`config.mk`:
```
export PLATFORM = sky130hd
export DESIGN_NAME = pc_fetch_ctrl
export DESIGN_NICKNAME = d
export VERILOG_FILES = /design/src/rtl/pc_fetch_ctrl.sv
export SDC_FILE = /design/constraint.sdc
export NUM_CORES = 1
export LEC_CHECK = 0
export BUFFER_PORTS_ARGS = -buffer_cell sky130_fd_sc_hd__buf_2
export CAP_MARGIN = 20
export CORE_MARGIN = 2
export CORE_UTILIZATION = 44
export CTS_CLUSTER_DIAMETER = 120
export CTS_CLUSTER_SIZE = 20
export DETAILED_ROUTE_END_ITERATION = 16
export GPL_TIMING_DRIVEN = 0
export PLACE_DENSITY = 0.78
export SLEW_MARGIN = 15
export SYNTH_ARGS = -nofsm -noshare
export SYNTH_HDL_FRONTEND = slang
export SYNTH_SLANG_ARGS = --single-unit
```
`constraint.sdc`:
```
create_clock -name clk -period 8.4 [get_ports clk]
set_input_delay 0 -clock clk [delete_from_list [all_inputs] [get_ports clk]]
set_output_delay 0 -clock clk [all_outputs]
set_load 0.01 [all_outputs]
```
`src/rtl/pc_fetch_ctrl.sv`:
```
// ---------------------------------------------------------------------------
// pc_fetch_ctrl
//
// Instruction-fetch front end. Owns the program counter, issues single-beat
// AXI read-address requests for the 8-byte word containing the PC, keeps an
// ordered record of every request that is still waiting for its R beat, and
// hands the selected 32-bit instruction to decode over a valid/ready pair.
//
// A branch/jump redirect moves the PC at once. Fetches that are already in
// flight cannot be cancelled on the bus, so they are marked "drop" and their
// R beats are swallowed when they come back. An AR request that is waiting
// for ar_ready when the redirect arrives keeps its address (AXI does not
// allow it to change) and is tagged stale, so its entry is born dropped.
//
// Ports
//   clk, reset        clock and synchronous active-high reset
//   fetch_en          allows new AR requests to be started
//   redirect_valid    redirect request (already prioritised upstream)
//   redirect_pc       redirect target; bits [1:0] are ignored
//   ar_*              AXI read-address channel (len 0, size 8 bytes)
//   r_*               AXI read-data channel; r_last is not needed for len 0
//   inst_valid/ready  handshake towards decode
//   inst, inst_pc     instruction word and the PC it was fetched from
//   inst_err          the R beat for this instruction had r_resp != 0
// ---------------------------------------------------------------------------
module pc_fetch_ctrl #(
    parameter int              ADDR_W      = 64,
    parameter int              DATA_W      = 64,
    parameter int              LEN_W       = 8,
    parameter int              OUTSTANDING = 2,
    parameter logic [ADDR_W-1:0] START_ADDR = 64'h0000_0000_8000_0000
) (
    input  logic              clk,
    input  logic              reset,
    input  logic              fetch_en,
    input  logic              redirect_valid,
    input  logic [ADDR_W-1:0] redirect_pc,
    output logic              ar_valid,
    input  logic              ar_ready,
    output logic [ADDR_W-1:0] ar_addr,
    output logic [LEN_W-1:0]  ar_len,
    output logic [1:0]        ar_size,
    input  logic              r_valid,
    output logic              r_ready,
    input  logic [DATA_W-1:0] r_data,
    input  logic [1:0]        r_resp,
    input  logic              r_last,
    output logic              inst_valid,
    input  logic              inst_ready,
    output logic [31:0]       inst,
    output logic [ADDR_W-1:0] inst_pc,
    output logic              inst_err
);

    localparam int CNT_W = $clog2(OUTSTANDING + 1);
    localparam int PTR_W = (OUTSTANDING > 1) ? $clog2(OUTSTANDING) : 1;

    localparam logic [CNT_W-1:0] MAX_CNT  = CNT_W'(OUTSTANDING);
    localparam logic [PTR_W-1:0] LAST_PTR = PTR_W'(OUTSTANDING - 1);

    // AR channel states: idle, presenting a live request, or presenting a
    // request that a redirect has already made useless.
    localparam logic [1:0] AR_IDLE  = 2'd0;
    localparam logic [1:0] AR_LIVE  = 2'd1;
    localparam logic [1:0] AR_STALE = 2'd2;

    logic [1:0]        ar_state;
    logic [ADDR_W-1:0] pc;
    logic [ADDR_W-1:0] hold_pc;

    logic [ADDR_W-1:0] q_pc [OUTSTANDING];
    logic [OUTSTANDING-1:0] q_drop;
    logic [PTR_W-1:0]  wr_ptr;
    logic [PTR_W-1:0]  rd_ptr;
    logic [CNT_W-1:0]  count;

    logic              ar_hs;
    logic              r_hs;
    logic              can_issue;
    logic              push_drop;
    logic              head_drop;
    logic [ADDR_W-1:0] head_pc;
    logic              load;
    logic [31:0]       inst_sel;
    logic [ADDR_W-1:0] redirect_target;
    logic [ADDR_W-1:0] pc_plus4;
    logic [PTR_W-1:0]  wr_ptr_next;
    logic [PTR_W-1:0]  rd_ptr_next;
    logic              unused_bits;

    assign ar_len  = '0;
    assign ar_size = 2'b11;
    assign ar_valid = (ar_state != AR_IDLE);

    assign ar_hs = ar_valid && ar_ready;
    assign r_hs  = r_valid && r_ready;

    // Responses are only taken when some request is outstanding and the
    // output register is free (or being emptied this very cycle).
    assign r_ready = (count != '0) && (!inst_valid || inst_ready);

    // A new request may start only from idle, with room in the in-flight
    // record, and never in a cycle that is itself redirecting the PC.
    assign can_issue = (ar_state == AR_IDLE) && fetch_en
                       && (count < MAX_CNT) && !redirect_valid;

    assign redirect_target = {redirect_pc[ADDR_W-1:2], 2'b00};
    assign pc_plus4        = pc + ADDR_W'(4);

    // The entry being pushed is dead if its request was overtaken by an
    // earlier redirect or by one arriving in the handshake cycle.
    assign push_drop = (ar_state == AR_STALE) || redirect_valid;

    assign head_pc   = q_pc[rd_ptr];
    assign head_drop = q_drop[rd_ptr];

    // A beat reaches decode only if its entry is still wanted and no
    // redirect is killing everything in flight this cycle.
    assign load = r_hs && !head_drop && !redirect_valid;

    // pc[2] picks which half of the 8-byte beat holds the instruction.
    assign inst_sel = head_pc[2] ? r_data[63:32] : r_data[31:0];

    assign wr_ptr_next = (wr_ptr == LAST_PTR) ? '0 : wr_ptr + 1'b1;
    assign rd_ptr_next = (rd_ptr == LAST_PTR) ? '0 : rd_ptr + 1'b1;

    assign unused_bits = ^{r_last, redirect_pc[1:0]};

    // AR channel. Address and hold PC are captured when a request starts and
    // are left untouched until the handshake, whatever else happens. A
    // redirect while waiting only downgrades the request to stale.
    always_ff @(posedge clk) begin
        if (reset) begin
            ar_state <= AR_IDLE;
            ar_addr  <= '0;
            hold_pc  <= '0;
        end else begin
            case (ar_state)
                AR_IDLE: begin
                    if (can_issue) begin
                        ar_state <= AR_LIVE;
                        ar_addr  <= {pc[ADDR_W-1:3], 3'b000};
                        hold_pc  <= pc;
                    end
                end
                AR_LIVE: begin
                    if (ar_ready) begin
                        ar_state <= AR_IDLE;
                    end else if (redirect_valid) begin
                        ar_state <= AR_STALE;
                    end
                end
                AR_STALE: begin
                    if (ar_ready) begin
                        ar_state <= AR_IDLE;
                    end
                end
                default: begin
                    ar_state <= AR_IDLE;
                end
            endcase
        end
    end

    // Program counter. A redirect always wins. Otherwise the PC advances by
    // one instruction when a live request is accepted; a stale request's
    // acceptance leaves the PC on the redirect target, which still has to
    // be fetched.
    always_ff @(posedge clk) begin
        if (reset) begin
            pc <= START_ADDR;
        end else if (redirect_valid) begin
            pc <= redirect_target;
        end else if ((ar_state == AR_LIVE) && ar_ready) begin
            pc <= pc_plus4;
        end
    end

    // In-flight record payload: the full PC of each accepted request, in
    // issue order. Entries are only read while valid, so no reset needed.
    always_ff @(posedge clk) begin
        if (ar_hs) begin
            q_pc[wr_ptr] <= hold_pc;
        end
    end

    // Drop flags. A redirect condemns every entry currently held; the entry
    // pushed in the same cycle is written afterwards with its own flag,
    // which push_drop already forces high on a redirect.
    always_ff @(posedge clk) begin
        if (reset) begin
            q_drop <= '0;
        end else begin
            if (redirect_valid) begin
                q_drop <= '1;
            end
            if (ar_hs) begin
                q_drop[wr_ptr] <= push_drop;
            end
        end
    end

    // Queue pointers and occupancy. A push and a pop in the same cycle
    // leave the count unchanged. Overflow is impossible because a request
    // only starts while count is below the limit, and count cannot grow
    // again until that request itself is accepted.
    always_ff @(posedge clk) begin
        if (reset) begin
            wr_ptr <= '0;
            rd_ptr <= '0;
            count  <= '0;
        end else begin
            if (ar_hs) begin
                wr_ptr <= wr_ptr_next;
            end
            if (r_hs) begin
                rd_ptr <= rd_ptr_next;
            end
            case ({ar_hs, r_hs})
                2'b10:   count <= count + 1'b1;
                2'b01:   count <= count - 1'b1;
                default: count <= count;
            endcase
        end
    end

    // Output register towards decode. A redirect empties it. A fresh beat
    // loads it, including in the cycle decode takes the previous one, which
    // gives back-to-back delivery. Otherwise an accepted word just leaves.
    always_ff @(posedge clk) begin
        if (reset) begin
            inst_valid <= 1'b0;
            inst       <= '0;
            inst_pc    <= '0;
            inst_err   <= 1'b0;
        end else if (redirect_valid) begin
            inst_valid <= 1'b0;
        end else if (load) begin
            inst_valid <= 1'b1;
            inst       <= inst_sel;
            inst_pc    <= head_pc;
            inst_err   <= (r_resp != 2'b00);
        end else if (inst_valid && inst_ready) begin
            inst_valid <= 1'b0;
        end
    end

endmodule
```
# After elaboration in Yosys (flattened, before gate mapping)
# Memories as Yosys holds them, arrays and structs flattened. A register that Yosys moved wholly into a read port is not among the register bits.
# Cells that the tools add are included.
[classes]
order_cmp = 4
eq_ne = 7
bitwise = 1
muxes = 25
addsub = 5
reduce_logical = 27
[ops]
columns = ["cell", "n"]
rows = [
  ["2-to-1 mux 64 bit", 2],
  ["adder 64 x 3 -> 64 bit (second input constant)", 1],
  ["2-to-1 mux 32 bit", 1],
  ["2-to-1 mux 2 bit", 7],
  ["nonzero test 2 bit", 6],
  ["logical AND 1 bit", 11],
  ["2-to-1 mux 1 bit", 11],
  ["case mux 2 bit (3 select lines)", 1],
  ["== test 2 x 1 -> 1 bit (second input constant)", 2],
  ["== test 2 bit (second input constant)", 2],
  ["less-than comparator 1 x 2 -> 1 bit (second input constant)", 2],
  ["!= test 2 bit (second input constant)", 2],
  ["case mux 2 bit (2 select lines)", 1],
  ["AND reduction 2 bit", 2],
  ["logical NOT 1 bit", 3],
  ["!= test 3 bit (second input constant)", 1],
  ["AND reduction 3 bit", 1],
  ["adder 1 bit (second input constant)", 2],
  ["adder 2 x 1 -> 2 bit (second input constant)", 1],
  ["bitwise mux 2 bit", 1],
  ["logical NOT 2 bit", 1],
  ["logical OR 1 bit", 2],
  ["less-than comparator 2 bit (second input constant)", 1],
  ["OR reduction 2 bit", 1],
  ["4 further kinds", 4],
]
[totals]
elab_cells = 83
ram_bits = 128
output_inout_bits = 174
in_bits = 138
reg_bits = 295
n_memories = 1
[mem_list]
columns = ["name", "words", "width", "rd", "rd_ports_with_merged_regs", "write_ports", "line", "rtl"]
rows = [
  ["q_pc", 2, 64, 1, 1, 1, "71", "logic [ADDR_W-1:0] q_pc [OUTSTANDING];"],
]

# Longest topological paths before layout
# Gate-level depths: netlist of run 1.
[logic_depth]
word_depth = 7
depth_mapped = 7
mapped_depth_nobuf = 7

# Least setup slack after synthesis of run 1
# OpenSTA, ideal clock, no wires.
[synth_path]
path_kind = "reg2reg"
from = "register ar_state[0]"
to = "register q_drop[0]"
path_buffers = 0
path_slack_ps = 4651
period_less_slack_ps = 3749
arrival_time_ps = 3673
setup_ps = 76
path_stages_with_launch = 5
required_ps = 8324
path_cell_list = "dfxtp_1 -> o21ai_0 -> nor2_1 -> o21ai_0 -> a21oi_1"
[synth_between]
elab_chain_len = 4
elab_cells_between_ends = 6
classes_between = "eq/ne: 1; mux: 2; reduce/logical: 3"
[synth_rtl]
columns = ["element", "line", "rtl"]
rows = [
  ["from (decl)", "67", "logic [1:0] ar_state;"],
  ["from (signal assigned)", "134", "ar_state <= AR_IDLE;"],
  ["from (signal assigned)", "141", "ar_state <= AR_LIVE;"],
  ["from (signal assigned)", "148", "ar_state <= AR_IDLE;"],
  ["== test 2 bit", "112", "assign push_drop = (ar_state == AR_STALE) || redirect_valid;"],
  ["logical OR 1 bit", "112", ""],
  ["bitwise mux 2 bit", "198", "q_drop[wr_ptr] <= push_drop;"],
  ["2-to-1 mux 2 bit (*)", "197", "if (ar_hs) begin"],
  ["to (signal, indexed assignment)", "198", ""],
  ["to (decl)", "72", "logic [OUTSTANDING-1:0] q_drop;"],
]
# Mark *: on every way between the ends. The rest lies on a longest branch, timed or not.
# A chain may end at the register's enable or synchronous reset.

==> summary.txt, run 1 <==
STA
  • Final-report hold violation count: 0
  • TNS Setup: 0 ns
  • Unrepaired setup endpoints after global routing: false
  • Final Setup Violations: 0
  • Worst Skew: between 0.015 and 0.02 ns
  • Max-slew violation count: 0
  • Worst Max-Slew Pin Slew: about 1.0 ns
  • Final min period: between 3 and 4 ns
  • Setup ws final: 4.746 ns
  • F_max: 273.7 MHz
  • Max-slew headroom: 31.14%
  • Worst hold slack: 0.1386 ns
  • Period utilization: ~44%

CTS
  • CTS tree: done
  • Number of instances resized during post-cts repair: 0
  • Worst-path clk slew: about 0.090 ns
  • CTS buffer count: 21
  • Number of H-tree levels: 1
  • Clk buf depth: 3
  • Postcts setup bufs: 0
  • Hold_buf cts: about 130
  • Root Buffer: clkbuf_16
  • Worst-Skew Late Latency: approximately 0.53 ns
  • Sink Count: 353

Critical path
  • WP data arrival: just over 4 ns
  • CP delay by family, top: buffers and inverters
  • Critical Path Max Stage Delay: 0.91 ns
  • Crit. End Element: flip-flop
  • Setup CP Type: flip-flop to flip-flop
  • CP startpoint kind: flip-flop
  • Crit path max-delay cell type: mux2i_1
  • CP Data Required Time: slightly below 9 ns
  • CP max FO: 10
  • Buf/Inv on CP: 3
  • Critical path, cell by cell: clkbuf_1 -> mux2i_1 -> clkbuf_1 -> mux2i_1 -> dlygate4sd3_1 -> a211oi_1

Die
  • Chip height: 187.2 microns
  • Die Wd: 187.2 microns
  • Initial core utilization: ~44%
  • I/O pins: between 300 and 400
  • DIE AREA: 35040 sq um
  • Site row count: 67
  • Core area: about 33000 sq um

Routing
  • # DRC: 0
  • Final ANT Viol Nets: 0
  • Drt wl/cell: between 15 and 20 microns
  • Vias per inst: roughly 5.4
  • DRT Pass-1 Iters: 6
  • Total number of vias: 12860
  • Initial drt markers: 1112
  • Total wire length: 45.61 mm

Synth
  • Yosys cell types: 57
  • Area share of the largest cell type after synthesis: a little under a third
  • Synth area leaders: dfxtp_1 31%, edfxtp_1 25%, mux2i_1 6.5%
  • Synth area leader: dfxtp_1
  • Avg Inst Size Synth: ~10 sq um
  • Commonest cells post-synth: 229 x dfxtp_1, 174 x nand2_1, 160 x nor2_1
  • Async SR Flop Fraction: 0%
  • Count leader, synth: dfxtp_1
  • Seq cells post-synth: about 350
  • Synthesis Warnings: 0
  • Seq/Total Area, Yosys: 56.27%
  • Netlist Area Pre-Place: about 15000 sq um
  • Top FF cell, synth: dfxtp_1
  • Synth Instances: about 1400
  • Number of synthesized flops with an enable pin: roughly 120

Worst hold path
  • Min-Delay Path Class: input pin to flip-flop

Power
  • P per Cell Area: 175.7 nW/um^2
  • Leak pwr: approximately 7.3 nW
  • Worst vdd ir: about 0.00013 V

Layout
  • Syn-to-layout area delta: 27.66%
  • Layout fillers: approximately 2800
  • Layout cells sized above 1: between 20% and 30%
  • Final core utilization: ~57%
  • Final #Nets: between 2000 and 2500
  • Layout Cells excl Fill: about 2400

GRT
  • Largest net degree at the start of global routing: 37
  • Initial antenna violation count: 1
  • Total Routing Usage GR: around a quarter
  • Grt total ovfl: 0
  • First-pass GRT wire length: 69.38 mm
  • Vias in the first global route: 12580

Placement
  • Port Buf Inserts: roughly 290
  • Routability cong.: 0.9219
  • HPWL Detailed: ~32 mm
  • Dpl cells: about 2200
  • Dpl ws: around 5.4 ns

Job
  • MaxCap Viol Count: 0

Run status
  • Status: finished clean
[power by group]
group | internal (mW) | leakage, nW | switching (mW)
clock | 0.471 | 0.277 | 0.550
combinational | 0.189 | 3.90 | 0.221
sequential | 1.82 | 3.15 | 0.0614
[registers in the layout, summed over array words and instances (netlist names), named ones only]
signal	count
q_pc	124
inst_pc	62
pc	62
ar_addr	61
inst	32
ar_state	2
count	2
q_drop	2
hold_pc	1
inst_err	1
inst_valid	1
rd_ptr	1
wr_ptr	1
[layer usage]
metal	vias up	wire length [microns]	global-route usage (%)
met5	-	0	0
met4	0	1707	9.524
met3	106	3294	3.358
met2	591	21870	43.07
met1	6128	18740	32.28
li1	6032	-	-
[through the flow]
step / total power [mW] / cell area [sq um]
final: 3.312 / 18850
after global routing: 3.427 / 18850
after CTS: 3.318 / 18840
after detailed placement: 2.269 / 16930
after global placement: 2.258 / 16840
after floorplan: 2.116 / 14810
[cells in the final DEF (no fill, tap or decap), types with 13 or more instances in the layout]
cell type | Yosys | routed
a311oi_1 | 17 | 17
buf_4 | 77 | 78
xor2_1 | 16 | 16
and4_1 | 13 | 13
dlygate4sd3_1 | 0 | 133
conb_1 | 2 | 15
clkbuf_1 | 84 | 96
edfxtp_1 | 124 | 124
mux2i_1 | 96 | 96
a211oi_1 | 123 | 123
xnor2_1 | 22 | 22
a21oi_1 | 81 | 81
nand3_1 | 29 | 29
nor3_1 | 18 | 18
or4_1 | 15 | 15
dfxtp_1 | 229 | 229
nor2_1 | 160 | 158
clkbuf_16 | 0 | 21
nand4_1 | 31 | 31
buf_2 | 2 | 295
nor4_1 | 16 | 16
nand2_1 | 174 | 174
[worst reg2reg max path: stages (launching register included)]
cell	delay (ns)
dfxtp_1	0.31
clkbuf_1	0.53
mux2i_1	0.91
clkbuf_1	0.73
mux2i_1	0.20
dlygate4sd3_1	0.61
a211oi_1	0.27
[logic make-up after synthesis]
family	count (synthesis)	share of synthesized area [%]
other cells	2	0.05087
xor+xnor	38	2.254
mux	97	6.585
flops	353	56.27
simple gates	506	16.25
buf+inv	180	6.551
fa+ha+maj	2	0.1695
compound gates	260	11.86
[worst paths after layout]
path / endpoint / depth (start not counted) / slack (ns) / from
hold / removal: ar_state[0]$_SDFFE_PP0P_ / 3 / 0.14 / fetch_en
setup / recovery: inst[14]$_SDFFE_PP0P_ / 6 / 4.75 / flip-flop
hold reg to reg: q_pc[1][2]$_DFFE_PP_ / 0 / 0.49 / hold_pc[2]$_SDFFE_PP0P_
setup reg to reg: inst[14]$_SDFFE_PP0P_ / 6 / 4.75 / flip-flop
[final cells by class]
cell class / instances / area [sq um] / share of cell area, %
multi-input cells: 918 / 5553 / 29.46
plain buffers: 167 / 918.4 / 4.873
diodes: 1 / 2.502 / 0.01328
flip-flops and latches: 353 / 8308 / 44.08
repair buffers: 431 / 2878 / 15.27
clock buffers: 33 / 570.5 / 3.027
clock inverters: 1 / 8.758 / 0.04647
inverters: 13 / 48.80 / 0.2589
well taps: 448 / 560.5 / 2.974
Power figures use the tool's default switching activity.
==> inputs of run 2 (changes only) <==
ABC_AREA = 1   (was unset)
PLACE_DENSITY = 0.77   (was 0.78)
clock period = 3.6 ns   (was 8.4 ns; I/O delays follow)
==> run 2 against run 1 <==
Compared with the run above: utilization rose by 0.12 points; fmax grew 29%; first-iteration DRC count rose by 24%; non-clock buffer count rose by 12; highest routed layer unchanged; critical endpoint is now inst[17]$_SDFFE_PP0P_; via count is 18% higher; setup slack worse by 4.0 ns; sequential power is 140% higher; largest power group unchanged; flip-flop and latch count unchanged; global-route usage rose by 4.3 points.
==> summary.txt, run 2 <==
Layout
  • Leading cell types in the layout, fill and taps excluded: 536 x nand2_1, 325 x buf_2, 229 x dfxtp_1, 189 x nor2_1
  • Multi-input logic area: between 5000 and 6000 sq um
  • Largest regs: q_pc (124), inst_pc (62), pc (62)
  • Most common cell after layout, fill and taps aside: nand2_1
  • Final #Nets: ~2500
  • Layout cells sized above 1: 19.93%
  • Largest register FFs: 124
  • Seq. cell area: between 8000 and 9000 sq um
  • Final instance area: ~20000 sq um
  • Antenna cells: 0
  • Layout fillers: just over 3000
  • Final core utilization: a little under three fifths
  • Syn-to-layout area delta: 26.79%
  • Layout Cells excl Fill: 2823
  • Register name with the most flops: q_pc

Synth
  • Seq cells post-synth: 353
  • Yosys cell types: 42
  • Netlist Area Pre-Place: about 15000 sq um
  • Synthesis Warnings: 0
  • Area share of the largest cell type after synthesis: between 20% and 30%
  • Number of synthesized flops with an enable pin: 124
  • Commonest cells post-synth: 536 x nand2_1, 229 x dfxtp_1, 191 x nor2_1
  • Count leader, synth: nand2_1
  • Async SR Flop Fraction: 0%
  • Avg Inst Size Synth: 8.198 sq um
  • Seq/Total Area, Yosys: ~54%
  • Top FF cell, synth: dfxtp_1
  • Synth area leaders: dfxtp_1 30%, edfxtp_1 24%, nand2_1 13%
  • Synth area leader: dfxtp_1
  • Synth Instances: 1886

Routing
  • Drt wl/cell: a little under 20 microns
  • Vias per inst: 5.371
  • Total number of vias: between 15000 and 20000
  • Final ANT Viol Nets: 0
  • # DRC: 0
  • Initial drt markers: 1383
  • Total wire length: roughly 55 mm
  • DRT Pass-1 Iters: 6

Die
  • Initial core utilization: between 40% and 50%
  • I/O pins: 312
  • Site row count: between 60 and 70
  • Core area: 34540 sq um
  • Die Wd: 191.5 microns
  • Chip height: between 150 and 200 microns
  • DIE AREA: 36660 sq um

CTS
  • CTS tree: done
  • Sink Count: between 300 and 400
  • CTS buffer count: 21
  • Number of H-tree levels: 1
  • Clk buf depth: 3
  • Root Buffer: clkbuf_16
  • Worst-Skew Late Latency: around 0.53 ns
  • Worst-path clk slew: around 0.09 ns

Power
  • Worst vdd ir: 0.0002559 V
  • Total power draw: ~8.0 mW
  • P per Cell Area: ~410 nW/um^2
  • Leak pwr: around 8 nW

GRT
  • Initial antenna violation count: 0
  • Largest net degree at the start of global routing: 29
  • Total Routing Usage GR: 29.39%
  • Vias in the first global route: ~15000
  • First-pass GRT wire length: roughly 82 mm
  • Grt total ovfl: 0

STA
  • Final min period: about 2.8 ns
  • Setup ws final: 0.7708 ns
  • Worst hold slack: approximately 0.069 ns
  • Unrepaired setup endpoints after global routing: false
  • Period utilization: 78.59%
  • Max-slew violation count: 0
  • Final Setup Violations: 0
  • Worst Skew: about 0.018 ns
  • Final-report hold violation count: 0
  • Worst Max-Slew Pin Slew: 0.8783 ns
  • Max-slew headroom: between 40% and 50%
  • TNS Setup: 0 ns
  • F_max: around 350 MHz

Job
  • MaxCap Viol Count: 0

Worst hold path
  • Hold Path Depth: 4
  • Min-Delay Path Class: input pin to flip-flop

Critical path
  • Crit. End Element: flip-flop
  • Critical path, cell by cell: buf_4 -> inv_2 -> or2_2 -> nand2_2 -> inv_1 -> clkbuf_1 -> nand2_1 -> a31oi_1 -> dlygate4sd3_1
  • WP data arrival: around 3.3 ns
  • Setup CP Type: flip-flop to flip-flop
  • Crit path max-delay cell type: dlygate4sd3_1
  • R2R depth: 9
  • Critical Path Max Stage Delay: between 0.5 and 0.6 ns
  • CP Data Required Time: ~4.1 ns
  • CP startpoint kind: flip-flop
  • Setup slack, reg-to-reg: 0.77 ns
  • CP max FO: 10

Placement
  • HPWL Detailed: slightly above 40 mm
  • Dpl ws: around 1.4 ns
  • Dpl cells: roughly 2700
  • Port Buf Inserts: 292
  • Routability cong.: about 0.97
  • Area after DPL: ~18000 sq um

Run status
  • Status: finished clean
-- run 2: cell families after synthesis --
logic type / count (synthesis) / share of synthesized area, %
adder cells (fa/ha/maj): 2 / 0.1618
other: 2 / 0.04857
AO/OA/AOI/OAI: 414 / 15.01
flip-flops: 353 / 53.73
buffers and inverters: 266 / 8.869
AND/OR/NAND/NOR: 848 / 22.12
XOR/XNOR: 1 / 0.05666
-- run 2: timing repair --
| item | in CTS | in global routing |
|---|---|---|
| hold buffers | 136 | 0 |
| resized for setup | 0 | 0 |
| setup buffers | 0 | 0 |
| hold endpoints to repair | 103 | 0 |
-- run 2: path summary, 6_finish.rpt --
| path | from | to |
|---|---|---|
| worst max-delay path | flip-flop | inst[17]$_SDFFE_PP0P_ |
| worst min-delay path | fetch_en | ar_addr[4]$_SDFFE_PP0P_ |
| worst max register to register | flip-flop | inst[17]$_SDFFE_PP0P_ |
| worst min register to register | hold_pc[2]$_SDFFE_PP0P_ | q_pc[0][2]$_DFFE_PP_ |
-- run 2: cell type report --
cell class,count,share of cell area (%)
Timing Repair Buffer,432,14.85
Multi-Input combinational cell,1280,29.82
Clock inverter,1,0.03829
Inverter,88,1.691
Tap cell,455,2.904
Clock buffer,36,3.019
Sequential cell,353,42.38
Buffer,178,5.304
-- run 2: power by group --
group	switching (mW)	leakage [nW]	internal (mW)
Combinational	0.688	4.90	0.469
Sequential	0.165	3.02	4.29
Clock	1.30	0.283	1.13
-- run 2: worst max-delay path: cells and delay by family (launching register included) --
family / cells / cell delay [ns]
buffers and inverters: 5 / 1.65
AND/OR/NAND/NOR: 3 / 0.59
flip-flops: 1 / 0.31
AO/OA/AOI/OAI: 1 / 0.23
-- run 2: metal layers --
| layer | global-route usage (%) | wire, microns |
|---|---|---|
| met5 | 0 | 0 |
| met4 | 12.04 | 2289 |
| met3 | 3.745 | 4028 |
| met2 | 49.88 | 25930 |
| met1 | 37.87 | 23070 |
==> inputs of run 3 (changes only) <==
PLACE_DENSITY = 0.8   (was 0.77)
clock period = 2.3 ns   (was 3.6 ns; I/O delays follow)
==> run 3 against run 2 <==
Compared with the run above: highest routed layer unchanged; sequential share of layout area is 0.077 points lower; critical path depth is 1 lower; sequential power is 56% higher; critical endpoint is now pc[5]$_SDFFE_PP0P_; count of clock-buffer cells in the layout is 1 lower; combinational power is 57% higher; clock skew is 0.0037 ns lower; via count hardly changed; clock power is 57% higher; critical path type unchanged; design area is 0.20% higher; cell count hardly changed; flip-flop and latch count stayed put.
==> summary.txt, run 3 (synthesized netlist as in run 2, its figures left out) <==
Routing
  • Initial drt markers: approximately 1500
  • Total wire length: around 56 mm
  • Total number of vias: ~15000
  • # DRC: 0
  • Vias per inst: ~5.4
  • Drt wl/cell: about 20 microns
  • DRT Pass-1 Iters: 6
  • Final ANT Viol Nets: 0

CTS
  • Worst-Skew Late Latency: 0.53 ns
  • Number of H-tree levels: 1
  • Clk buf depth: 3
  • CTS tree: done
  • CTS buffer count: 21
  • Sink Count: between 300 and 400
  • Root Buffer: clkbuf_16
  • Worst-path clk slew: ~0.090 ns

Run status
  • Status: finished clean

Worst hold path
  • Min-Delay Path Class: input pin to flip-flop

Die
  • I/O pins: around 310
  • DIE AREA: 36660 sq um
  • Chip height: between 150 and 200 microns
  • Core area: around 35000 sq um
  • Site row count: slightly below 70
  • Die Wd: 191.5 microns
  • Initial core utilization: about 45%

Layout
  • Final instance area: approximately 20000 sq um
  • Layout fillers: about 3100
  • Layout cells sized above 1: 20.14%
  • Leading cell types in the layout, fill and taps excluded: 536 x nand2_1, 325 x buf_2, 228 x dfxtp_1, 186 x nor2_1, 137 x dlygate4sd3_1
  • Antenna cells: 0
  • Largest register FFs: 124
  • Register name with the most flops: q_pc
  • Seq. cell area: slightly above 8000 sq um
  • Largest regs: q_pc (124), inst_pc (62), pc (62)
  • Most common cell after layout, fill and taps aside: nand2_1
  • Final #Nets: around 2500
  • Syn-to-layout area delta: 27.05%
  • Final core utilization: 56.86%
  • Multi-input logic area: 5863 sq um

STA
  • Period utilization: 95.16%
  • Setup ws final: roughly 0.11 ns
  • Unrepaired setup endpoints after global routing: false
  • Max-slew violation count: 0
  • Final-report hold violation count: 0
  • Final Setup Violations: 0
  • F_max: 456.9 MHz
  • Worst Skew: 0.01393 ns
  • Max-slew headroom: between 30 and 40%
  • Worst Max-Slew Pin Slew: ~0.90 ns
  • Final min period: 2.189 ns

GRT
  • Largest net degree at the start of global routing: 29
  • Total Routing Usage GR: ~29%
  • Initial antenna violation count: 0
  • Grt total ovfl: 0
  • Vias in the first global route: around 14000
  • First-pass GRT wire length: ~80 mm

Power
  • Leak pwr: a little over 8 nW
  • Sw frac: between 20% and 30%
  • Worst vdd ir: slightly above 0.0004 V
  • Psw: between 3 and 4 mW
  • Logic pwr share: between 10% and 20%
  • P_int: 9.181 mW
  • Clk pwr share: a little over 30%
  • P per Cell Area: roughly 640 nW/um^2
  • Sequential power share: about 55%

Critical path
  • Setup CP Type: flip-flop to flip-flop
  • CP Data Required Time: ~2.8 ns
  • CP startpoint kind: flip-flop
  • CP max FO: 10
  • WP data arrival: around 2.7 ns
  • Crit. End Element: flip-flop

Job
  • MaxCap Viol Count: 0

Placement
  • HPWL Detailed: 40.91 mm
  • Dpl ws: between 0.1 and 0.15 ns
  • Port Buf Inserts: about 290
  • Routability cong.: 0.9642
  • Area after DPL: 17670 sq um
run 3: stage by stage:
| step | power, mW | instances | TNS [ns] | hold slack [ns] |
|---|---|---|---|---|
| after CTS | 12.58 | 2824 | 0 | 0.04239 |
| after floorplan | 7.956 | 1899 | -53.42 | 0.1392 |
| after global routing | 13.06 | 2824 | 0 | 0.07891 |
| after global placement | 8.638 | 2646 | -176.25 | 0.2399 |
| final | 12.60 | 2824 | 0 | 0.05423 |
| after detailed placement | 8.688 | 2651 | 0 | 0.2541 |
run 3: worst max-delay path, stage by stage (launching register included):
cell and delay [ns]:
dfxtp_1 0.32, inv_1 0.11, nor2_2 0.06, nand2_2 0.18
clkinv_1 0.37, a211oi_1 0.31, a21oi_1 0.07, a21oi_1 0.15
dlygate4sd3_1 0.56
run 3: layer usage:
metal	vias up	GRT usage, %	wire length (microns)	share of wire (%)
li1	7186	-	-	-
met4	0	11.18	2106	3.8
met2	810	49.17	26020	47
met5	-	0	0	0
met1	7072	38.24	22540	40
met3	109	4.131	5134	9.2
run 3: power by group through the flow:
stage / Combinational [mW] / Sequential (mW) / Clock (mW)
after floorplan: 0.903 / 7.05 / 0
after global placement: 1.54 / 7.09 / 0
after detailed placement: 1.59 / 7.10 / 0
after CTS: 1.78 / 6.96 / 3.84
after global routing: 1.98 / 7.00 / 4.09
final: 1.82 / 6.97 / 3.81
run 3: timing repair:
| action | 4_1_cts | 5_1_grt |
|---|---|---|
| hold buffers | 137 | 0 |
| setup buffers | 0 | 0 |
| setup endpoints to repair | 0 | 3 |
| resized for setup | 0 | 6 |
| endpoints found under the hold margin | 103 | 0 |
run 3: layout make-up:
type	count	share of cell area [%]
inverters	88	1.688
clock inverters	1	0.04459
flip-flops and latches	353	42.30
plain buffers	178	5.293
clock buffers	35	2.943
repair buffers	434	14.98
well taps	455	2.898
multi-input cells	1280	29.85
run 3: final timing paths:
| kind | cells after the start | from | slack (ns) | to |
|---|---|---|---|---|
| worst max-delay path | 8 | ar_state[0]$_SDFFE_PP0P_ | 0.11 | pc[5]$_SDFFE_PP0P_ |
| worst max register to register | 8 | ar_state[0]$_SDFFE_PP0P_ | 0.11 | pc[5]$_SDFFE_PP0P_ |
| worst min-delay path | 4 | fetch_en | 0.05 | ar_addr[3]$_SDFFE_PP0P_ |
| worst min register to register | 0 | hold_pc[2]$_SDFFE_PP0P_ | 0.46 | q_pc[0][2]$_DFFE_PP_ |
